==> src/rtl/serial_adder.sv <==
// Bit-serial ripple adder: one full-adder cell and a carry flip-flop, LSB first.
// Adds two WIDTH-bit operands plus carry-in over WIDTH cycles with a start/busy/done handshake.
module serial_adder #(
    parameter int unsigned WIDTH = 8
) (
    input  logic             clk,
    input  logic             rst_n,
    input  logic             start,
    input  logic [WIDTH-1:0] a,
    input  logic [WIDTH-1:0] b,
    input  logic             cin,
    output logic             busy,
    output logic             done,
    output logic [WIDTH-1:0] sum,
    output logic             cout
);

    localparam int unsigned CntW = $clog2(WIDTH);
    localparam logic [CntW-1:0] LastCnt = CntW'(WIDTH - 1);

    typedef enum logic [1:0] {
        StIdle,
        StRun,
        StDone
    } state_e;

    state_e            r_state;
    state_e            w_state_next;
    logic [WIDTH-1:0]  r_a;
    logic [WIDTH-1:0]  r_b;
    logic [WIDTH-1:0]  r_psum;
    logic [WIDTH-1:0]  r_sum;
    logic [CntW-1:0]   r_cnt;
    logic              r_carry;
    logic              r_cout;
    logic              w_load;
    logic              w_step;
    logic              w_last;
    logic              w_s;
    logic              w_c;

    // Single full-adder cell working on the operand LSBs.
    assign w_s    = r_a[0] ^ r_b[0] ^ r_carry;
    assign w_c    = (r_a[0] & r_b[0]) | (r_carry & (r_a[0] ^ r_b[0]));
    assign w_last = (r_cnt == LastCnt);

    always_ff @(posedge clk or negedge rst_n) begin
        if (!rst_n) begin
            r_state <= StIdle;
        end else begin
            r_state <= w_state_next;
        end
    end

    always_comb begin
        w_state_next = r_state;
        w_load       = 1'b0;
        w_step       = 1'b0;
        unique case (r_state)
            StIdle: begin
                if (start) begin
                    w_load       = 1'b1;
                    w_state_next = StRun;
                end
            end
            StRun: begin
                w_step = 1'b1;
                if (w_last) begin
                    w_state_next = StDone;
                end
            end
            StDone: begin
                if (start) begin
                    w_load       = 1'b1;
                    w_state_next = StRun;
                end else begin
                    w_state_next = StIdle;
                end
            end
            default: w_state_next = StIdle;
        endcase
    end

    always_ff @(posedge clk or negedge rst_n) begin
        if (!rst_n) begin
            r_a     <= '0;
            r_b     <= '0;
            r_psum  <= '0;
            r_sum   <= '0;
            r_cnt   <= '0;
            r_carry <= 1'b0;
            r_cout  <= 1'b0;
        end else if (w_load) begin
            r_a     <= a;
            r_b     <= b;
            r_psum  <= '0;
            r_cnt   <= '0;
            r_carry <= cin;
        end else if (w_step) begin
            r_a     <= r_a >> 1;
            r_b     <= r_b >> 1;
            r_psum  <= {w_s, r_psum[WIDTH-1:1]};
            r_cnt   <= r_cnt + CntW'(1);
            r_carry <= w_c;
            // Published result only moves on the completion edge.
            if (w_last) begin
                r_sum  <= {w_s, r_psum[WIDTH-1:1]};
                r_cout <= w_c;
            end
        end
    end

    assign busy = (r_state == StRun);
    assign done = (r_state == StDone);
    assign sum  = r_sum;
    assign cout = r_cout;

endmodule

==> config.mk <==
export PLATFORM = sky130hd
export DESIGN_NAME = serial_adder
export DESIGN_NICKNAME = d
export VERILOG_FILES = /design/src/rtl/serial_adder.sv
export SDC_FILE = /design/constraint.sdc
export NUM_CORES = 1
export LEC_CHECK = 0
export ABC_AREA = 1
export CAP_MARGIN = 20
export CORE_MARGIN = 2
export CORE_UTILIZATION = 52
export DETAILED_ROUTE_END_ITERATION = 16
export HOLD_SLACK_MARGIN = 0.15
export PLACE_DENSITY_LB_ADDON = 0.05
export SETUP_SLACK_MARGIN = 0.3
export SLEW_MARGIN = 20
export SYNTH_ARGS = -nofsm -noshare
export SYNTH_HDL_FRONTEND = slang
export SYNTH_SLANG_ARGS = --single-unit
==> constraint.sdc <==
create_clock -name clk -period 1.45 [get_ports clk]
set_input_delay 0.435 -clock clk [delete_from_list [all_inputs] [get_ports clk]]
set_output_delay 0.435 -clock clk [all_outputs]
set_load 0.03 [all_outputs]
# After elaboration in Yosys (flattened, before gate mapping)
# Index checks and enable logic that the tools add are counted.
# Widths: inputs -> output; s select.
dict set report op_classes {
  n_bitwise 6
  eq_ne 5
  reduce_logical 5
  n_shift 0
  n_addsub 1
  magnitude_cmp 0
  div 0
  n_mul 0
  muxes 17
}
# operator count
set ops {}
lappend ops {{$mux 8} 6}
lappend ops {{$mux 1} 6}
lappend ops {{$mux 3} 2}
lappend ops {{$pmux 2 s3} 1}
lappend ops {{$mux 2} 2}
lappend ops {{$add 3x1->3 const B} 1}
lappend ops {{$eq 3x3->1 const B} 1}
lappend ops {{$reduce_and 3->1} 1}
lappend ops {{$and 1x1->1} 2}
lappend ops {{$eq 2x1->1 const B} 1}
lappend ops {{$eq 2x2->1 const B} 1}
lappend ops {{$logic_not 2->1} 1}
lappend ops {{$ne 2x1->1 const B} 1}
lappend ops {{$ne 2x2->1 const B} 1}
lappend ops {{$reduce_and 2->1} 1}
lappend ops {{$reduce_bool 2->1} 1}
lappend ops {{$reduce_or 2->1} 1}
lappend ops {{$xor 1x1->1} 2}
lappend ops {{$not 1->1} 1}
lappend ops {{$or 1x1->1} 1}
dict set report totals {
  out_inout_bits 11
  latchBits 0
  mem_bits_rw 0
  ff_bits 39
  romBits 0
  n_memories 0
}

# Longest topological paths before layout
dict set report depth {
  ltp_word 5
  depth_mapped 7
}

# Least setup slack after synthesis
# OpenSTA, ideal clock, no wires.
dict set report synth_path {
  path_type {reg-to-output}
  from {register r_state[0]}
  to {output port done}
  path_buffers 1
  slack_ns 0.086
  path_stages_with_launch 3
  t_arrival_ns 0.929
  t_required_ns 1.015
  path_cell_list {dfrtp_1 buf_4 nor2_1}
}
dict set report synth_between {
  elab_chain_cells 1
}
# item line
set synth_rtl {}
lappend synth_rtl {{start, declared} 27} ;# state_e r_state;
lappend synth_rtl {{start signal, assigned} 49} ;# r_state <= StIdle;
lappend synth_rtl {{start signal, assigned} 51} ;# r_state <= w_state_next;
lappend synth_rtl {{$eq 2x2->1} 114} ;# assign done = (r_state == StDone);
lappend synth_rtl {{end, declared} 13} ;# output logic done,
# No other way between the ends.

# Final worst setup path
dict set report layout_path {
  from {register r_state[1]}
  to {output port busy}
}
dict set report layout_between {
  elab_chain_cells 1
}
# item line
set layout_rtl {}
lappend layout_rtl {{$eq 2x1->1} 113} ;# assign busy = (r_state == StRun);
lappend layout_rtl {{end, declared} 12} ;# output logic busy,
# No other way between the ends.

==> impl_metrics.ini <==
[finish]
utilization_pct = 83.4
layout-drive-gt1-share_pct = 42.1
area_delta_synth_final_pct = 54.8
nNetsFinal = 281
n_fill_cell = 200
insertedDiodeCount = 0
final_area_um2 = 2760
fin_cells = 305

[timing]
whs_ns = 0.510
clock_skew_ns = 0.00616
setup_tns_ns = -0.147
rsz0062_at_grt = true
min_period_ns = 1.53
finalCritPeriodShare_pct = 106
layout_setup_ws_ns = -0.0819
slew_headroom_pct = 74.5
hold_viol = 0
setup_viol_count_final = 2
slew_viol_final = 0
fmax_mhz = 653
worst_pin_slew_ns = 0.382

[clock_tree]
clock_path_buffers = 2
clk_pin_slew_ns = 0.11
cts_inserted_buffers = 5
cts_tree = built
htreeDepth = 2
clock-sinks = 38
clkLatencyLatePin_ns = 0.34
cts_root_buf = clkbuf_4

[routing]
vias = 1634
viasPerCell = 5.36
drc = 0
dr.pass1.iters = 4
post_drt_wl_per_cell_um = 15.6
routed_wl_um = 4770
drtIter0Drc = 106
postRouteAntennaNets = 0

[worst_hold_path]
hp-class = reg2reg
worstHoldEndpoint = r_b[2]$_DFFE_PN0P_
hp-start = r_b[3]$_DFFE_PN0P_
holdPathStages = 2

[global_route]
met1_usage_pct = 30.1
grt_usage_pct = 25.1
grt_pass1_vias = 1574
overflow = 0
use_met3_pct = 5.95
grt_max_degree = 22
gr-max-usage-layer = met2
grt_pass1_wl_um = 7510
antenna_found_initial = 0
grt_use_met2_pct = 43.1

[power]
p_total_mw = 5.95
peakVddDrop_mv = 1.12
leakage_nw = 1.44
p_per_area_nw_per_um2 = 2160

[synth]
syn_inst = 197
synth_edf_count = 0
syn-cell-area_um2 = 1780
synth_most_common_cell = nand2_1
ys_seq_area_share_pct = 53.3
syn_avg_cell_area_um2 = 9.06
yosysTopAreaCell = dfrtp_1
synth.distinct_cells = 18
ys_top_cells_by_area = dfrtp_1 (53%), nand2_1 (18%), nand3_1 (9.0%)
ys_warn_count = 0
synthesis.nets = 220
synth_top_area_share_pct = 53.3
synth_commonest_cells = nand2_1 (87), dfrtp_1 (38), nand3_1 (32)
async_flop_share_pct = 100
synth-main-ff-cell = dfrtp_1
synth_seq_cells = 38

[floorplan]
row_count = 21
io-pin-count = 31
core-area_um2 = 3310
start_util_pct = 53.9
die_x_um = 62.6
die_y_um = 62.6
dieArea_um2 = 3920

[critical_path]
rrSetupSlack_ns = 0.05
r2r-start = r_state[0]$_DFFE_PN0P_
arrival_ns = 1.10
critPathCaptureType = output port
worst-setup-path-type = reg2out
cp_max_fo = 3
r2r_end = r_b[4]$_DFFE_PN0P_
required_ns = 1.02
reg2reg_depth = 8
start_kind = flop

[placement]
gp_congestion = 0.787
io_buffers = 30
pre_cts_ws_ns = -0.112
postPlaceCellArea_um2 = 2140
placed_cells = 273
place_hpwl_um = 2460

[flow_run]
max-cap-violations = 0

[outcome]
outcome = finished, violations left
violations = setup timing
-- metal layers --
| layer | wire length, um | share of wire (%) |
|---|---|---|
| met5 | 0 | 0 |
| met4 | 118 | 2.5 |
| met3 | 230 | 4.8 |
| met2 | 2510 | 53 |
| met1 | 1910 | 40 |
-- logic make-up (layout without fill, tap and decap cells) --
| group | count (synthesis) | count (layout) | share of synthesized area (%) |
|---|---|---|---|
| buffers and inverters | 18 | 76 | 7.29 |
| adders and majority gates | 3 | 3 | 2.52 |
| DFF | 38 | 38 | 53.3 |
| AOI/OAI and AO/OA | 2 | 2 | 0.560 |
| and+or+nand+nor | 136 | 140 | 36.3 |
-- worst max-delay path by stage --
stage | from | to | slack (ns)
floorplan | r_state[0]$_DFFE_PN0P_ | done | 0.23
finish | r_state[1]$_DFFE_PN0P_ | busy | -0.08
global placement | start | r_a[6]$_DFFE_PN0P_ | -0.04
CTS | r_state[1]$_DFFE_PN0P_ | busy | -0.09
detailed placement | start | r_b[4]$_DFFE_PN0P_ | -0.11
global route | r_state[0]$_DFFE_PN0P_ | busy | -0.14
-- critical path, cell delays in order, from the launching register on --
cell     delay [ns]
dfrtp_1        0.44
nor2_4         0.16
buf_6          0.15
-- placed cells by master, fill, tap and decap left out, types with 2 or more instances in the layout --
cell type | Yosys | layout
buf_12 | 1 | 4
buf_8 | 0 | 2
nand2_4 | 1 | 13
nand3_1 | 32 | 20
nor2_4 | 3 | 4
inv_1 | 6 | 5
dfrtp_1 | 38 | 37
buf_6 | 4 | 21
clkbuf_4 | 0 | 5
nand2_1 | 87 | 65
nand2_8 | 0 | 4
nand2_2 | 2 | 11
clkbuf_1 | 0 | 2
buf_4 | 4 | 12
clkdlybuf4s50_1 | 0 | 18
nand3_2 | 10 | 22
inv_2 | 2 | 2
-- power by group --
part           leakage [nW]  internal [mW]  switching, mW
Combinational         0.923           1.53           1.77
Clock                0.0395          0.366          0.345
Sequential            0.476           1.56          0.385
-- cell type report --
| type | instances | area [um2] | area share (%) |
|---|---|---|---|
| sequential | 38 | 952 | 34.5 |
| multi-input combinational | 145 | 985 | 35.7 |
| clock inverter | 1 | 30.0 | 1.09 |
| tap | 46 | 57.6 | 2.08 |
| timing repair buffer | 60 | 659 | 23.9 |
| clock buffer | 7 | 45.0 | 1.63 |
| inverter | 8 | 32.5 | 1.18 |
-- flip-flops by register name, indices dropped and copies added, names as in the netlist --
register and count:
r_psum 7, r_a 8, sum 8, r_carry 1, r_b 8, r_state 2
r_cnt 3, cout 1
-- what timing repair did --
item,CTS,global route
endpoints found under the hold margin,13,0
cloned,3,2
gates resized for setup,68,24
hold buffers,1,0
setup endpoints to repair,41,48
pin swaps,31,35
buffers inserted,12,6
Power figures use the tool's default switching activity.
